--- src/rtl/life_pattern_loader.sv ---
// Loads a 16-cell seed into life_array_4x4 one cell per cycle, verifies it
// through the alive readback and keeps the array frozen while doing so.
module life_pattern_loader #(
  parameter int ROWS          = 4,
  parameter int COLS          = 4,
  parameter int SETTLE_CYCLES = 1
) (
  input  logic                      clk,
  input  logic                      reset,
  input  logic [ROWS*COLS-1:0]      pattern,
  input  logic                      pattern_valid,
  output logic                      pattern_ready,
  input  logic                      run_req,
  input  logic [ROWS*COLS-1:0]      alive,
  output logic [$clog2(ROWS)-1:0]   row,
  output logic [$clog2(COLS)-1:0]   col,
  output logic                      val,
  output logic                      write_enb,
  output logic                      run,
  output logic                      busy,
  output logic                      done,
  output logic                      load_error
);

  localparam int CELLS = ROWS * COLS;
  localparam int IW    = $clog2(CELLS);
  localparam int RW    = $clog2(ROWS);
  localparam int CW    = $clog2(COLS);
  localparam int SW    = 4;

  typedef enum logic [1:0] {
    IDLE,
    LOAD,
    SETTLE,
    CHECK
  } state_t;

  state_t             state_q, state_d;
  logic [IW-1:0]      idx_q, idx_d;
  logic [IW-1:0]      next_idx;
  logic [SW-1:0]      settle_q, settle_d;
  logic [CELLS-1:0]   pat_q, pat_d;
  logic [RW-1:0]      row_q, row_d;
  logic [CW-1:0]      col_q, col_d;
  logic               val_q, val_d;
  logic               we_q, we_d;
  logic               done_q, done_d;
  logic               err_q, err_d;

  // idx_q is the cell currently presented on row/col/val; the accept edge
  // already presents cell 0 so the array sees a write in the very next cycle.
  always_comb begin
    state_d  = state_q;
    idx_d    = idx_q;
    settle_d = settle_q;
    pat_d    = pat_q;
    row_d    = row_q;
    col_d    = col_q;
    val_d    = val_q;
    we_d     = 1'b0;
    done_d   = 1'b0;
    err_d    = err_q;
    next_idx = idx_q + 1'b1;

    case (state_q)
      IDLE: begin
        if (pattern_valid) begin
          state_d = LOAD;
          pat_d   = pattern;
          idx_d   = '0;
          err_d   = 1'b0;
          we_d    = 1'b1;
          row_d   = '0;
          col_d   = '0;
          val_d   = pattern[0];
        end
      end
      LOAD: begin
        if (idx_q == IW'(CELLS - 1)) begin
          state_d  = SETTLE;
          settle_d = '0;
        end else begin
          idx_d = next_idx;
          we_d  = 1'b1;
          row_d = RW'(next_idx / COLS);
          col_d = CW'(next_idx % COLS);
          val_d = pat_q[next_idx];
        end
      end
      SETTLE: begin
        if (settle_q == SW'(SETTLE_CYCLES - 1)) begin
          state_d = CHECK;
        end else begin
          settle_d = settle_q + 1'b1;
        end
      end
      CHECK: begin
        done_d  = 1'b1;
        err_d   = (alive != pat_q);
        state_d = IDLE;
      end
      default: begin
        state_d = IDLE;
      end
    endcase
  end

  always_ff @(posedge clk or negedge reset) begin
    if (!reset) begin
      state_q  <= IDLE;
      idx_q    <= '0;
      settle_q <= '0;
      pat_q    <= '0;
      row_q    <= '0;
      col_q    <= '0;
      val_q    <= 1'b0;
      we_q     <= 1'b0;
      done_q   <= 1'b0;
      err_q    <= 1'b0;
    end else begin
      state_q  <= state_d;
      idx_q    <= idx_d;
      settle_q <= settle_d;
      pat_q    <= pat_d;
      row_q    <= row_d;
      col_q    <= col_d;
      val_q    <= val_d;
      we_q     <= we_d;
      done_q   <= done_d;
      err_q    <= err_d;
    end
  end

  // run is also gated by reset so the array cannot evolve while the loader is held.
  assign pattern_ready = (state_q == IDLE);
  assign busy          = ~pattern_ready;
  assign run           = run_req & pattern_ready & reset;
  assign row           = row_q;
  assign col           = col_q;
  assign val           = val_q;
  assign write_enb     = we_q;
  assign done          = done_q;
  assign load_error    = err_q;

endmodule

--- config.mk ---
export PLATFORM = sky130hd
export DESIGN_NAME = life_pattern_loader
export DESIGN_NICKNAME = d
export VERILOG_FILES = /design/src/rtl/life_pattern_loader.sv
export SDC_FILE = /design/constraint.sdc
export NUM_CORES = 1
export LEC_CHECK = 0
export ABC_CLOCK_PERIOD_IN_PS = 3100
export BUFFER_PORTS_ARGS = -buffer_cell sky130_fd_sc_hd__buf_2
export CORE_AREA = 2 2 60 62
export CTS_BUF_LIST = sky130_fd_sc_hd__clkbuf_8
export DETAILED_ROUTE_END_ITERATION = 6
export DIE_AREA = 0 0 62 64
export HOLD_SLACK_MARGIN = 0.03
export MAX_ROUTING_LAYER = met4
export PLACE_DENSITY = 0.85
export SYNTH_ARGS = -nofsm -noshare
export SYNTH_HDL_FRONTEND = slang
export SYNTH_SLANG_ARGS = --single-unit
--- constraint.sdc ---
create_clock -name clk -period 3.1 [get_ports clk]
set_clock_uncertainty 0.2 [all_clocks]
set_input_delay 0.155 -clock clk [delete_from_list [all_inputs] [get_ports clk]]
set_output_delay 0.155 -clock clk [all_outputs]
set_load 0.005 [all_outputs]
==> flow_metrics.env, run 1 <==
export IMPL_status="complete, no violations"
export IMPL_place_gp_congestion=0.805
export IMPL_start_util_pct=53.0
export IMPL_ys_flop_type="dfrtp_1"
export IMPL_die_y_um=64
export IMPL_internal_power_mw=1.18
export IMPL_min_period_ns=2.36
export IMPL_grt_max_degree=32
export IMPL_ant_nets=0
export IMPL_std_cell_rows=21
export IMPL_htree_levels=2
export IMPL_rsz0062_at_grt="no"
export IMPL_hold_class="input port to asynchronous set/reset pin"
export IMPL_post_cts_buffers=0
export IMPL_grt_overflow=0
export IMPL_num_antenna_cells=0
export IMPL_yosys_warnings=0
export IMPL_fill_cells=251
export IMPL_p_total_mw=1.90
export IMPL_syn_inst=153
export IMPL_cts_buffer_depth=2
export IMPL_dpl_hpwl_mm=2.63
export IMPL_switching_share_pct=37.9
export IMPL_p_seq_share_pct=39.0
export IMPL_setup_tns_ns=0
export IMPL_clock_sinks=30
export IMPL_path_max_fanout=10
export IMPL_synthArstFlopShare_pct=100
export IMPL_combPwrFrac_pct=44.1
export IMPL_final_nets=263
export IMPL_ys_ff_latch=30
export IMPL_final_common_cell="buf_2"
export IMPL_reg2regPathDepth=6
export IMPL_grt_pass1_wl_mm=6.88
export IMPL_setup_slack_ns=0.741
export IMPL_fp_dieArea_sq_um=3970
export IMPL_maxSlewViolCount=0
export IMPL_netSwitchingPower_mw=0.719
export IMPL_synth_cell_types=36
export IMPL_grt_total_usage_pct=24.6
export IMPL_grt_pass1_vias=1471
export IMPL_critPathCaptureType="flop"
export IMPL_yosys_area_top_type="dfrtp_1"
export IMPL_final_cell_mix="buf_2, dfrtp_1, xor2_1"
export IMPL_synth_edf_count=0
export IMPL_relSlewSlack_pct=48.7
export IMPL_drtIter0Drc=68
export IMPL_numCtsBuffers=5
export IMPL_finalCritPeriodShare_pct=76.1
export IMPL_path_clk_slew_ns=0.06
export IMPL_core_sq_um=3280
export IMPL_cts_tree="done"
export IMPL_postSynthAreaPerCell_sq_um=11.4
export IMPL_crit_required_ns=3.07
export IMPL_max_freq_ghz=0.424
export IMPL_drive_above_1_share_pct=29.4
export IMPL_synthToLayoutAreaGrowth_pct=30.9
export IMPL_preCtsSetupSlack_ns=0.850
export IMPL_arrival_ns=2.33
export IMPL_synth_nets=196
export IMPL_clkLatencyLatePin_ns=0.29
export IMPL_cap_violations=0
export IMPL_cts_resized_gates=0
export IMPL_synth_seq_area_share_pct=43.1
export IMPL_leakagePower_nw=1.09
export IMPL_ys_top_cells_by_area="dfrtp_1, xor2_1, mux4_1, mux2_1, ha_1"
export IMPL_tightest_slew_ns=0.768
export IMPL_routed_wl_mm=4.15
export IMPL_path_class="flop to flop"
export IMPL_pwr_share_clk_pct=16.9
export IMPL_synthesis_area_sq_um=1740
export IMPL_peakVddDrop_mv=0.483
export IMPL_report_final_setup_viol=0
export IMPL_drt_first_pass_iters=4
export IMPL_antenna_found_initial=0
export IMPL_postCtsHoldBufs=18
export IMPL_root_buffer="clkbuf_8"
export IMPL_vias=1447
export IMPL_finalHoldViolations=0
export IMPL_routedWlPerCell_um=15.5
export IMPL_viasPerCell=5.42
export IMPL_drc=0
export IMPL_power_density_nw_per_um2=833
export IMPL_die_w_um=62
export IMPL_netlist_area_leader_share_pct=43.1
export IMPL_num_io_pins=47
export IMPL_portBuffers=46
export IMPL_start_kind="flop"
[registers in the layout, indices dropped and copies added, names as in the netlist]
name / flops
pat_q: 16
idx_q: 3
val: 1
load_error: 1
settle_q: 4
state_q: 2
write_enb: 1
done: 1
row: 1
[layer usage]
metal	share of wire, %	global-route usage (%)
met5	0	-
met4	2.9	11.4
met3	4.4	6.28
met2	52	38.0
met1	41	29.6
[synthesized netlist by cell type (2+ instances only)]
cell / n
dfrtp_1: 30
xor2_1: 19
nand2_1: 13
mux2_1: 9
ha_1: 7
mux2_2: 7
a21oi_1: 6
inv_1: 6
nand3_1: 6
o21ai_1: 5
mux2i_1: 4
mux4_1: 4
nor4_1: 4
o21ai_0: 4
a22o_1: 2
and3_1: 2
buf_2: 2
clkbuf_1: 2
nand4_1: 2
nor2_1: 2
nor3_1: 2
[worst max-delay path, cell delays in order, from the launching register on]
cell and delay [ns]:
dfrtp_1 0.50, ha_1 0.48, mux4_1 0.62, mux2i_1 0.18, mux2i_1 0.09, nand4_1 0.09
nand3_1 0.07
[cell type report]
cell class | instances | area, sq um | area share, %
Multi-Input combinational cell | 111 | 935 | 41.0
Clock inverter | 2 | 8.76 | 0.384
Timing Repair Buffer | 65 | 418 | 18.3
Clock buffer | 6 | 82.6 | 3.62
Sequential cell | 30 | 751 | 32.9
Tap cell | 46 | 57.6 | 2.53
Inverter | 7 | 26.3 | 1.15
[power groups by stage]
stage	Clock [mW]	Combinational, mW	Sequential [mW]
after floorplan	0	0.649	0.671
after global placement	0	0.765	0.725
after detailed placement	0	0.792	0.730
after CTS	0.328	0.815	0.723
after global routing	0.346	0.918	0.757
final	0.320	0.837	0.740
[path summary, 6_finish.rpt]
kind	from	end	slack [ns]
worst max-delay path	idx_q[0]	val	0.74
worst min-delay path	reset	pat_q[3]	0.22
worst max register to register	idx_q[0]	val	0.74
worst min register to register	settle_q[0]	settle_q[0]	0.33
max in group asynchronous	reset	pat_q[9]	2.20
min in group clk	alive[6]	load_error	0.32
[per-stage QoR]
stage	utilization [%]	hold slack, ns	cell area [sq um]	cells
detailed placement	61.1	-0.0111	2010	241
global placement	61.1	-0.00952	2010	241
CTS	69.4	0.217	2280	267
global route	69.4	0.277	2280	267
floorplan	-	-0.341	1740	153
finish	69.4	0.223	2280	267
[kinds of logic (layout without fill, tap and decap cells)]
group                      after synthesis  after routing  synth area share, %
AOI/OAI and AO/OA                       25             25                 9.20
adders and majority gates                7              7                 5.03
xor gates and xnor gates                19             19                 9.56
DFF                                     30             30                 43.1
muxes                                   24             24                 18.7
buffers and inverters                   12             80                 3.16
and+or+nand+nor                         36             36                 11.2
(Power assumes the default switching activity.)
==> run 2, diff against run 1 <==
- ABC_AREA: not set -> 1
- ABC_CLOCK_PERIOD_IN_PS: 3100 -> 2400
- clock period: 3.1 -> 2.4 ns (I/O delays scaled with it)
==> run 2 against run 1 <==
Register-to-register slack worse by 0.22 ns; design area up 0.60%; global-route usage down 0.92 points; setup slack worse by 0.22 ns; hold slack worse by 0.14 ns; via count up 13%; critical endpoint unchanged.
==> flow_metrics.env, run 2 <==
export IMPL_crit_family="flip-flops"
export IMPL_synth_cell_types=27
export IMPL_grt_pass1_wl_mm=6.63
export IMPL_preCtsSetupSlack_ns=0.553
export IMPL_path_class="flop to flop"
export IMPL_numCtsBuffers=5
export IMPL_power_density_nw_per_um2=1090
export IMPL_cap_violations=0
export IMPL_synth_nets=255
export IMPL_drive_above_1_share_pct=23.0
export IMPL_place_gp_congestion=0.896
export IMPL_largestRegisters="pat_q (16), settle_q (4), idx_q (3)"
export IMPL_ys_flop_type="dfrtp_1"
export IMPL_fp_dieArea_sq_um=3970
export IMPL_setup_tns_ns=0
export IMPL_tightest_slew_ns=0.416
export IMPL_yosys_area_top_type="dfrtp_1"
export IMPL_drt_first_pass_iters=4
export IMPL_finalCritPeriodShare_pct=78.2
export IMPL_synthArstFlopShare_pct=100
export IMPL_antenna_found_initial=0
export IMPL_final_common_cell="buf_2"
export IMPL_synth_top_cells_by_count="nand2_1, dfrtp_1, inv_1"
export IMPL_hold_class="input port to flop"
export IMPL_start_util_pct=52.7
export IMPL_max_freq_ghz=0.533
export IMPL_cts_tree="done"
export IMPL_post_cts_buffers=0
export IMPL_num_antenna_cells=0
export IMPL_ys_ff_latch=30
export IMPL_std_cell_rows=21
export IMPL_grt_pass1_vias=1548
export IMPL_final_nets=325
export IMPL_synth_edf_count=0
export IMPL_rsz0062_at_grt="no"
export IMPL_grt_max_degree=31
export IMPL_clkLatencyLatePin_ns=0.28
export IMPL_cts_resized_gates=0
export IMPL_root_buffer="clkbuf_8"
export IMPL_path_clk_slew_ns=0.06
export IMPL_grt_total_usage_pct=23.7
export IMPL_synth_seq_area_share_pct=43.4
export IMPL_arrival_ns=1.85
export IMPL_postSynthAreaPerCell_sq_um=8.17
export IMPL_regMostFlops="pat_q"
export IMPL_portBuffers=46
export IMPL_ant_nets=0
export IMPL_postCtsHoldBufs=18
export IMPL_die_y_um=64
export IMPL_routed_wl_mm=4.15
export IMPL_viasPerCell=4.98
export IMPL_critPathCaptureType="flop"
export IMPL_crit_chain="ha_1 -> inv_1 -> nor2_1 -> nand2_1 -> nand3_1 -> nand3_1 -> nand3_1 -> nand2_1 -> nand2_1"
export IMPL_peakVddDrop_mv=0.585
export IMPL_finalHoldViolations=0
export IMPL_dp_cells=303
export IMPL_largest_reg_flops=16
export IMPL_status="complete, no violations"
export IMPL_path_max_fanout=15
export IMPL_grt_overflow=0
export IMPL_die_w_um=62
export IMPL_netlist_area_leader_share_pct=43.4
export IMPL_crit_required_ns=2.38
export IMPL_crit_buf_inv=1
export IMPL_start_kind="flop"
export IMPL_clock_sinks=30
export IMPL_final_cells=329
export IMPL_synthToLayoutAreaGrowth_pct=32.4
export IMPL_syn_inst=212
export IMPL_setup_slack_ns=0.524
export IMPL_maxSlewViolCount=0
export IMPL_max_stage_delay_ns=0.60
export IMPL_final_cell_mix="buf_2, nand2_1, inv_1"
export IMPL_min_period_ns=1.88
export IMPL_utilization_pct=69.8
export IMPL_core_sq_um=3280
export IMPL_drtIter0Drc=70
export IMPL_vias=1638
export IMPL_leakagePower_nw=1.19
export IMPL_cp_slowest_cell="dfrtp_1"
export IMPL_dpl_hpwl_mm=2.82
export IMPL_drc=0
export IMPL_num_io_pins=47
export IMPL_relSlewSlack_pct=72.2
export IMPL_htree_levels=2
export IMPL_synthesis_area_sq_um=1730
export IMPL_yosys_warnings=0
export IMPL_synth_most_common_cell="nand2_1"
export IMPL_report_final_setup_viol=0
export IMPL_cts_buffer_depth=2
export IMPL_ys_top_cells_by_area="dfrtp_1, nand2_1, xnor2_1, inv_1, nor2_1"
export IMPL_routedWlPerCell_um=12.6
## run 2: worst min-delay path: stages
cell and delay (ns):
buf_2 0.08, xnor2_1 0.05, nand4_1 0.06, nor2_1 0.04, nand2_1 0.08, nand2_1 0.05, nand2_1 0.05
## run 2: routing by layer
metal	part of all wire [%]	global-route usage [%]	routed length [um]
met5	0	-	0
met4	2.6	10.1	106
met3	5.5	5.06	227
met2	51	38.8	2110
met1	41	27.3	1710
## run 2: worst paths after layout
check                      cells after the start         end  startpoint  slack (ns)
min reg2reg                                    2         val         val        0.31
max reg2reg                                    9         val    idx_q[0]        0.52
max                                            9         val    idx_q[0]        0.52
min                                            7  load_error    alive[1]        0.08
min in group asynchronous                      3    pat_q[2]       reset        0.27
max in group asynchronous                      3    idx_q[2]       reset        1.45
## run 2: cells by family after synthesis
family | after synthesis | share of synthesized area [%]
multiplexers | 2 | 1.30
AND/OR/NAND/NOR | 91 | 23.5
flip-flops | 30 | 43.4
XOR/XNOR | 19 | 9.61
adder cells (fa/ha/maj) | 7 | 5.06
AO/OA/AOI/OAI | 28 | 9.10
buffers and inverters | 35 | 8.09
## run 2: stage by stage
step / hold slack (ns) / total power [mW] / cell area, sq um
3_5_place_dp: 0.0192 / 2.06 / 2020
6_report: 0.0822 / 2.51 / 2290
5_1_grt: 0.117 / 2.73 / 2290
2_1_floorplan: -0.376 / 1.74 / 1730
3_3_place_gp: 0.0121 / 2.02 / 2020
4_1_cts: 0.0817 / 2.51 / 2290
## run 2: power by group
group	switching [mW]	internal [mW]	total (mW)	leakage (nW)
sequential	0.188	0.715	0.903	0.356
clock	0.181	0.226	0.408	0.0524
combinational	0.685	0.514	1.20	0.784
total	1.05	1.46	2.51	1.19
## run 2: layout make-up
class | count | area, sq um
well taps | 46 | 57.6
clock inverters | 2 | 8.76
repair buffers | 67 | 433
inverters | 31 | 119
multi-input cells | 147 | 841
clock buffers | 6 | 82.6
fillers | 252 | 992
flip-flops and latches | 30 | 751
